`src/rtl/obstacle_scheduler.sv`:
```
// obstacle_scheduler: slot allocator and per-frame position sequencer for the obstacle table
module obstacle_scheduler #(
    parameter int          NUM_SLOTS = 10,
    parameter logic [10:0] SPAWN_POS = 11'd1023,
    parameter logic [10:0] MIN_GAP   = 11'd160
) (
    input  logic                   clk_in,
    input  logic                   rst_in,
    input  logic                   game_reset,
    input  logic                   frame_trigger,
    input  logic [3:0]             speed,
    input  logic                   spawn_valid,
    input  logic [1:0]             spawn_lane,
    input  logic [1:0]             spawn_type,
    output logic                   spawn_ready,
    output logic [16*NUM_SLOTS-1:0] obstacles_out,
    output logic [3:0]             active_count,
    output logic                   frame_done,
    output logic                   frame_overrun
);
    typedef enum logic {IDLE, WALK} state_t;

    localparam logic [10:0] BLOCK_POS = SPAWN_POS - MIN_GAP;
    localparam logic [3:0]  LAST_IDX  = 4'(NUM_SLOTS - 1);

    state_t      state_q, state_d;
    logic [3:0]  idx_q, idx_d;
    logic [3:0]  speed_q, speed_d;
    logic [3:0]  count_q, count_d;
    logic        done_q, done_d;
    logic        overrun_q, overrun_d;
    logic [15:0] slot_q [NUM_SLOTS];
    logic [15:0] slot_d [NUM_SLOTS];
    logic        any_free, lane_blocked;
    logic [3:0]  free_idx;
    logic [15:0] cur;
    logic [10:0] cur_pos;

    assign cur     = slot_q[idx_q];
    assign cur_pos = cur[13:3];

    // lowest free slot and same-lane spacing check against the requested lane
    always_comb begin
        any_free     = 1'b0;
        free_idx     = '0;
        lane_blocked = 1'b0;
        for (int i = NUM_SLOTS - 1; i >= 0; i--) begin
            if (!slot_q[i][0]) begin
                any_free = 1'b1;
                free_idx = 4'(i);
            end
            if (slot_q[i][0] && slot_q[i][2:1] == spawn_lane && slot_q[i][13:3] > BLOCK_POS)
                lane_blocked = 1'b1;
        end
    end

    assign spawn_ready = (state_q == IDLE) && !frame_trigger && any_free &&
                         (spawn_lane != 2'd3) && !lane_blocked;

    // next state: frame start, spawn allocation in IDLE, one slot per cycle in WALK
    always_comb begin
        state_d   = state_q;
        idx_d     = idx_q;
        speed_d   = speed_q;
        count_d   = count_q;
        done_d    = 1'b0;
        overrun_d = overrun_q;
        slot_d    = slot_q;
        if (state_q == IDLE) begin
            if (frame_trigger) begin
                state_d = WALK;
                idx_d   = '0;
                speed_d = speed;
            end else if (spawn_valid && spawn_ready) begin
                slot_d[free_idx] = {spawn_type, SPAWN_POS, spawn_lane, 1'b1};
                count_d          = count_q + 4'd1;
            end
        end else begin
            overrun_d = overrun_q | frame_trigger;
            if (cur[0] && cur_pos <= {7'd0, speed_q}) begin
                slot_d[idx_q] = {cur[15:14], 11'd0, cur[2:1], 1'b0};
                count_d       = count_q - 4'd1;
            end else if (cur[0]) begin
                slot_d[idx_q] = {cur[15:14], cur_pos - {7'd0, speed_q}, cur[2:1], 1'b1};
            end
            if (idx_q == LAST_IDX) begin
                state_d = IDLE;
                idx_d   = '0;
                done_d  = 1'b1;
            end else begin
                idx_d = idx_q + 4'd1;
            end
        end
    end

    // state registers; game_reset clears everything except the sticky overrun flag
    always_ff @(posedge clk_in) begin
        if (rst_in || game_reset) begin
            state_q   <= IDLE;
            idx_q     <= '0;
            speed_q   <= '0;
            count_q   <= '0;
            done_q    <= 1'b0;
            overrun_q <= rst_in ? 1'b0 : overrun_q;
            slot_q    <= '{default: '0};
        end else begin
            state_q   <= state_d;
            idx_q     <= idx_d;
            speed_q   <= speed_d;
            count_q   <= count_d;
            done_q    <= done_d;
            overrun_q <= overrun_d;
            slot_q    <= slot_d;
        end
    end

    for (genvar g = 0; g < NUM_SLOTS; g++) begin : g_out
        assign obstacles_out[16*g +: 16] = slot_q[g];
    end

    assign active_count  = count_q;
    assign frame_done    = done_q;
    assign frame_overrun = overrun_q;
endmodule

```
`config.mk`:
```
export PLATFORM = sky130hd
export DESIGN_NAME = obstacle_scheduler
export DESIGN_NICKNAME = d
export VERILOG_FILES = /design/src/rtl/obstacle_scheduler.sv
export SDC_FILE = /design/constraint.sdc
export NUM_CORES = 1
export LEC_CHECK = 0
export ABC_AREA = 1
export CORE_MARGIN = 4
export CORE_UTILIZATION = 35
export DETAILED_ROUTE_END_ITERATION = 8
export PLACE_DENSITY_LB_ADDON = 0.1
export SLEW_MARGIN = 10
export SYNTH_ARGS = -nofsm -noshare
export SYNTH_HDL_FRONTEND = slang
export SYNTH_SLANG_ARGS = --single-unit
```
`constraint.sdc`:
```
create_clock -name clk_in -period 4.51 [get_ports clk_in]
set_input_delay 0.902 -clock clk_in [delete_from_list [all_inputs] [get_ports clk_in]]
set_output_delay 0.902 -clock clk_in [all_outputs]
set_load 0.02 [all_outputs]
```
==> out/metrics.yaml, run 1 <==
setup_path:
  crit_family: "compound AO/OA/AOI/OAI gates"
  ff2ff_setup_slack_ns: 0.23
  crit_path_end_kind: "flop"
  cp_cell_sequence: "buf_4, nand2_2, inv_2, a22oi_1, a21oi_1, a21oi_1, nand2_1, ha_1, nand3_1, nand2_1, nand2_1, nand2_1, nand2_1, nand3_1, nor2_2, nand2_4, nand2_1, a21oi_1, nand2_1, a21oi_1"
  critPathLaunchType: "flop"
  critPathMaxStageDelay_ns: 0.90
  arrival_ns: 4.63
  worstPathMaxFanout: 14
  cp_num_buf_inv: 2
  worstSetupPathType: "reg -> reg"
  cp_slowest_cell: "a21oi_1"
  path_common_cell: "nand2_1"
  worstPathRequired_ns: 4.86
synth:
  netlist.area_leader.share_pct: 36.0
  netlist_instances: 1562
  yosysTopAreaCell: "dfxtp_1"
  synth_area_leaders: "dfxtp_1, nand2_1, a21oi_1"
  syn_nets: 1583
  ys.flop_type: "dfxtp_1"
  ys_types: 37
  postSynth.asyncResetShare_pct: 0
  ys_warn_count: 0
  ys_seq_area_share_pct: 36.3
  synth_area_sq_um: 9680
  avgSynthCellArea_sq_um: 6.20
  ys_ff_latch: 175
  synth_edf_count: 1
floorplan:
  die_h_microns: 174
  dieArea_sq_um: 30400
  std_cell_rows: 60
  die_x_microns: 174
  io-pin-count: 180
  start_util_pct: 35.7
  coreArea_sq_um: 27100
run_status:
  status: "finished clean"
drt:
  wl_per_cell_microns: 21.2
  drtIter0Drc: 1402
  vias_per_cell: 5.41
  drc: 0
  drt_pre_antenna_iters: 7
  postRouteAntennaNets: 0
  wirelength_microns: 45000
  vias: 11497
pwr:
  finalPower_mw: 3.58
  irDropWorstVdd_mv: 0.184
  leakage_nw: 5.13
  p_per_area_nw_per_um2: 283
timing:
  layout_min_cycle_time_ns: 4.28
  setup_viol: 0
  slew_viol_final: 0
  grt_setup_unrepaired: "false"
  setup_slack_ns: 0.233
  hold_viol_final: 0
  finClkSkew_ns: 0.0154
  tns_ns: 0
  relSlewSlack_pct: 22.6
  fmax_mhz: 234
  holdWs_ns: 0.476
  worst_pin_slew_ns: 1.16
  min_period_over_period_pct: 94.8
clock_tree:
  clock-root-buffer: "clkbuf_16"
  htreeDepth: 4
  cts_tree: "done"
  clock_path_buffers: 2
  clock_sinks: 175
  clk_pin_slew_ns: 0.07
  post-cts-setup-buffer-count: 0
  cts_inserted_buffers: 17
  clock_latency_ns: 0.45
grt:
  grt_pass1_wl_microns: 67600
  grt_max_degree: 62
  grt_usage_pct: 28.8
  antenna_found_initial: 0
  grt_pass1_vias: 10660
  grt_remaining_overflow: 0
finish:
  diodes: 0
  layout_commonest_cell: "nand2_1"
  layout.nets: 1760
  drive_above_1_share_pct: 6.39
  finalInstanceArea_sq_um: 12600
  area_growth_pct: 30.5
  instances_no_fill: 2124
  post-route-util_pct: 46.6
  num-fill-cells: 2906
  layout_common_cells: "nand2_1, a21oi_1, clkdlybuf4s50_1"
placement:
  dpl-instance-area_sq_um: 12000
  portBuffers: 179
  dp_cells: 2092
  dp_hpwl_microns: 33300
  place_congestion: 0.958
  dpl_worst_slack_ns: 0.348
run:
  maxCapViolCount: 0
worst_hold_path:
  hp-class: "reg -> reg"
-- tightest hold or removal path: stages (launching register included) --
cell and delay, ns:
dfxtp_1 0.30, inv_1 0.07, a21oi_1 0.06
-- logic make-up (layout without fill, tap and decap cells) --
| group | count (synthesis) | in the layout | share of synthesized area [%] |
|---|---|---|---|
| compound gates | 344 | 344 | 19.5 |
| xor+xnor | 8 | 8 | 0.724 |
| fa+ha+maj | 8 | 8 | 1.19 |
| buf+inv | 197 | 387 | 8.37 |
| flops | 175 | 175 | 36.3 |
| simple gates | 830 | 830 | 34.0 |
-- synthesized netlist by cell type (2+ instances only) --
cell type and count:
nand2_1 600, a21oi_1 185, dfxtp_1 174, nor2_1 125
inv_1 107, nand3_1 79, o21ai_0 79, clkbuf_1 37
a22oi_1 33, buf_2 30, o22ai_1 29, nand4_1 10
inv_2 9, nor2_2 8, clkinv_1 7, o21a_1 7
ha_1 6, xnor2_1 5, o21ai_1 4, buf_4 3
buf_6 3, nor3_1 3, xor2_1 3, fa_1 2
nand3b_1 2
-- power breakdown --
group	internal, mW	switching, mW	total (mW)
logic	0.134	0.296	0.430
clock network	0.810	0.773	1.58
registers	1.55	0.0102	1.56
total	2.50	1.08	3.58
-- per-layer routing --
metal,vias to the layer above,wire length (microns),GRT usage [%]
li1,5431,-,-
met1,5351,19700,40.5
met2,629,19800,44.2
met3,86,4030,5.83
met4,0,1350,9.24
met5,-,0,0
-- path summary, 6_finish.rpt --
kind                                 from                               to  cells after the start
setup / recovery    idx_q[0]$_SDFFE_PN0P_  obstacles_out[119]$_SDFFE_PN0P_                     20
hold / removal    speed_q[3]$_SDFFE_PN0P_          speed_q[3]$_SDFFE_PN0P_                      2
setup reg to reg    idx_q[0]$_SDFFE_PN0P_  obstacles_out[119]$_SDFFE_PN0P_                     20
hold reg to reg   speed_q[3]$_SDFFE_PN0P_          speed_q[3]$_SDFFE_PN0P_                      2
-- layout make-up --
class,instances,area [sq um],share of cell area (%)
well taps,372,465,3.68
clock buffers,18,439,3.47
flip-flops and latches,175,3510,27.8
repair buffers,232,2210,17.5
multi-input cells,1190,5370,42.5
clock inverters,14,170,1.35
inverters,123,463,3.66
-- sequential cells by signal, indices dropped and copies added, names as in the netlist --
| name | cells |
|---|---|
| frame_overrun | 1 |
| state_q | 1 |
| active_count | 4 |
| obstacles_out | 160 |
| speed_q | 4 |
| frame_done | 1 |
| idx_q | 4 |
-- timing repair --
| action | CTS | global route |
|---|---|---|
| hold buffers | 0 | 0 |
| gates resized for setup | 0 | 2 |
| hold endpoints to repair | 0 | 0 |
| setup endpoints to repair | 0 | 15 |
Power figures use the tool's default switching activity.
==> run 2, diff against run 1 <==
--- a/config.mk
+++ b/config.mk
@@ -5,11 +5,11 @@
 export SDC_FILE = /design/constraint.sdc
 export NUM_CORES = 1
 export LEC_CHECK = 0
-export ABC_AREA = 1
 export CORE_MARGIN = 4
 export CORE_UTILIZATION = 35
 export DETAILED_ROUTE_END_ITERATION = 8
 export PLACE_DENSITY_LB_ADDON = 0.1
+export RECOVER_POWER = 50
 export SLEW_MARGIN = 10
 export SYNTH_ARGS = -nofsm -noshare
 export SYNTH_HDL_FRONTEND = slang
==> out/metrics.yaml, run 2 <==
run_status:
  status: "finished, violations left"
  violations: "capacitance limit, slew limit"
synth:
  netlist.area_leader.share_pct: 38.9
  synth_area_sq_um: 8960
  yosys.area_share.simple_pct: 12.3
  synth_top_family_by_area: "compound AO/OA/AOI/OAI gates"
  synth_compound_area_share_pct: 29.8
  avgSynthCellArea_sq_um: 9.09
  netlist_instances: 986
  syn_nets: 1007
  yosysTopAreaCell: "dfxtp_1"
  ys_seq_area_share_pct: 39.2
  ys_warn_count: 0
  synth_edf_count: 1
  yosysMostFrequentCell: "dfxtp_1"
  synth_fa_ha_area_share_pct: 1.28
  postSynth.asyncResetShare_pct: 0
  ys_types: 61
  synthTopCellsByCount: "dfxtp_1, nor2_1, o21ai_0, a31oi_1"
  yosys-mux-area-fraction_pct: 9.88
  synth_area_leaders: "dfxtp_1, mux4_2, a22o_1"
  ys.flop_type: "dfxtp_1"
  ys_ff_latch: 175
  synth_xor_area_share_pct: 3.13
grt:
  antenna_found_initial: 0
  grt_pass1_wl_microns: 59000
  grt_usage_pct: 27.4
  grt_remaining_overflow: 0
  grt_pass1_vias: 8808
  grt_max_degree: 61
timing:
  setup_viol: 0
  finClkSkew_ns: 0.0112
  slew_viol_final: 61
  tns_ns: 0
  layout_min_cycle_time_ns: 4.41
  grt_setup_unrepaired: "false"
  relSlewSlack_pct: -91.2
  worst_pin_slew_ns: 2.87
  fmax_mhz: 227
  hold_viol_final: 0
  min_period_over_period_pct: 97.7
finish:
  diodes: 0
  num-fill-cells: 2432
  layout_common_cells: "dfxtp_1, dlygate4sd3_1, nor2_1"
  largest_reg_flops: 160
  drive_above_1_share_pct: 11.6
  finalInstanceArea_sq_um: 11800
  layout.nets: 1165
  multi_input_area_sq_um: 5080
  post-route-util_pct: 46.7
  ff_latch_area_sq_um: 3520
  layout_commonest_cell: "dfxtp_1"
  area_growth_pct: 31.3
clock_tree:
  post-cts-setup-buffer-count: 0
  clock_latency_ns: 0.45
  cts_tree: "done"
  htreeDepth: 4
  clk_pin_slew_ns: 0.08
  post_cts_resized: 0
  clock_path_buffers: 2
  hold_buffers: 0
  clock-root-buffer: "clkbuf_16"
  clock_sinks: 175
  cts_inserted_buffers: 17
setup_path:
  cp_num_buf_inv: 3
  worstPathRequired_ns: 3.61
  worstPathMaxFanout: 21
  path_common_cell: "clkdlybuf4s50_1"
  critPathMaxStageDelay_ns: 0.69
  ff2ff_setup_slack_ns: 0.28
  crit_family: "buffers and inverters"
  crit_path_end_kind: "output pin"
  cp_slowest_cell: "clkdlybuf4s50_1"
  worstSetupPathType: "in -> out"
  cp_cell_sequence: "clkdlybuf4s50_1, buf_12, xnor2_1, nand3_1, o2111ai_1, or4_1, nor4_1, clkdlybuf4s50_1"
  critPathLaunchType: "primary input"
  arrival_ns: 3.51
drt:
  vias_per_cell: 6.25
  wirelength_microns: 39900
  vias: 9291
  drtIter0Drc: 1192
  postRouteAntennaNets: 0
  wl_per_cell_microns: 26.9
  drc: 0
  drt_pre_antenna_iters: 6
placement:
  portBuffers: 179
  dp_hpwl_microns: 28700
  place_congestion: 0.894
  dpl-instance-area_sq_um: 11200
floorplan:
  die_x_microns: 168
  die_h_microns: 168
  io-pin-count: 180
  dieArea_sq_um: 28200
  std_cell_rows: 58
  start_util_pct: 35.6
  coreArea_sq_um: 25200
run:
  maxCapViolCount: 1
pwr:
  leakage_nw: 4.55
  p_per_area_nw_per_um2: 277
  irDropWorstVdd_mv: 0.194
worst_hold_path:
  hp-class: "reg -> reg"
[run 2: cell types whose count changed after synthesis, moves of 29 or more]
cell | previous run | this run
nand3_1 | 79 | 19
mux2i_1 | 0 | 30
nor2_1 | 125 | 96
a31oi_1 | 1 | 68
inv_1 | 107 | 14
a21oi_1 | 185 | 22
nand2_1 | 600 | 57
a22o_1 | 1 | 50
[run 2: layout make-up]
type,count,share of cell area (%)
repair buffers,218,18.1
clock inverters,15,1.25
multi-input cells,716,43.1
clock buffers,17,3.61
inverters,16,0.510
well taps,330,3.51
flip-flops and latches,175,29.9
[run 2: metrics by stage]
stage | cells | setup slack [ns] | hold WS (ns) | power (mW)
floorplan | 986 | 0.0332 | 0.467 | 1.74
global placement | 1455 | 0.165 | 0.472 | 1.81
detailed placement | 1455 | 0.155 | 0.475 | 1.81
CTS | 1487 | 0.138 | 0.489 | 3.27
global route | 1487 | 0.0301 | 0.551 | 3.35
finish | 1487 | 0.102 | 0.482 | 3.26
[run 2: tightest hold or removal path: stages, from the launching register on]
cell and delay (ns):
dfxtp_1 0.33, nand2_1 0.05, o21ai_0 0.06
[run 2: power by group]
group	switching, mW	total (mW)	leakage (nW)	internal [mW]
Combinational	0.149	0.227	2.86	0.0780
Clock	0.741	1.48	0.276	0.734
Sequential	0.00579	1.56	1.41	1.55
Total	0.895	3.26	4.55	2.36
[run 2: kinds of logic after synthesis]
kind of cell,count (synthesis)
xor+xnor,32
simple gates,239
compound gates,378
flops,175
mux,59
fa+ha+maj,8
buf+inv,95
[run 2: final timing paths]
kind,from,to,cells past startpoint
worst min register to register,active_count[2]$_SDFFE_PN0P_,active_count[2]$_SDFFE_PN0P_,2
worst max-delay path,spawn_lane[1],spawn_ready,8
worst min-delay path,active_count[2]$_SDFFE_PN0P_,active_count[2]$_SDFFE_PN0P_,2
worst max register to register,idx_q[1]$_SDFFE_PN0P_,obstacles_out[101]$_SDFFE_PN0P_,14
[run 2: metal layers]
metal	share of wire [%]	track usage [%]
met2	45	42.2
met5	0	0
met3	8.6	4.98
met4	3.1	9.14
met1	44	38.9
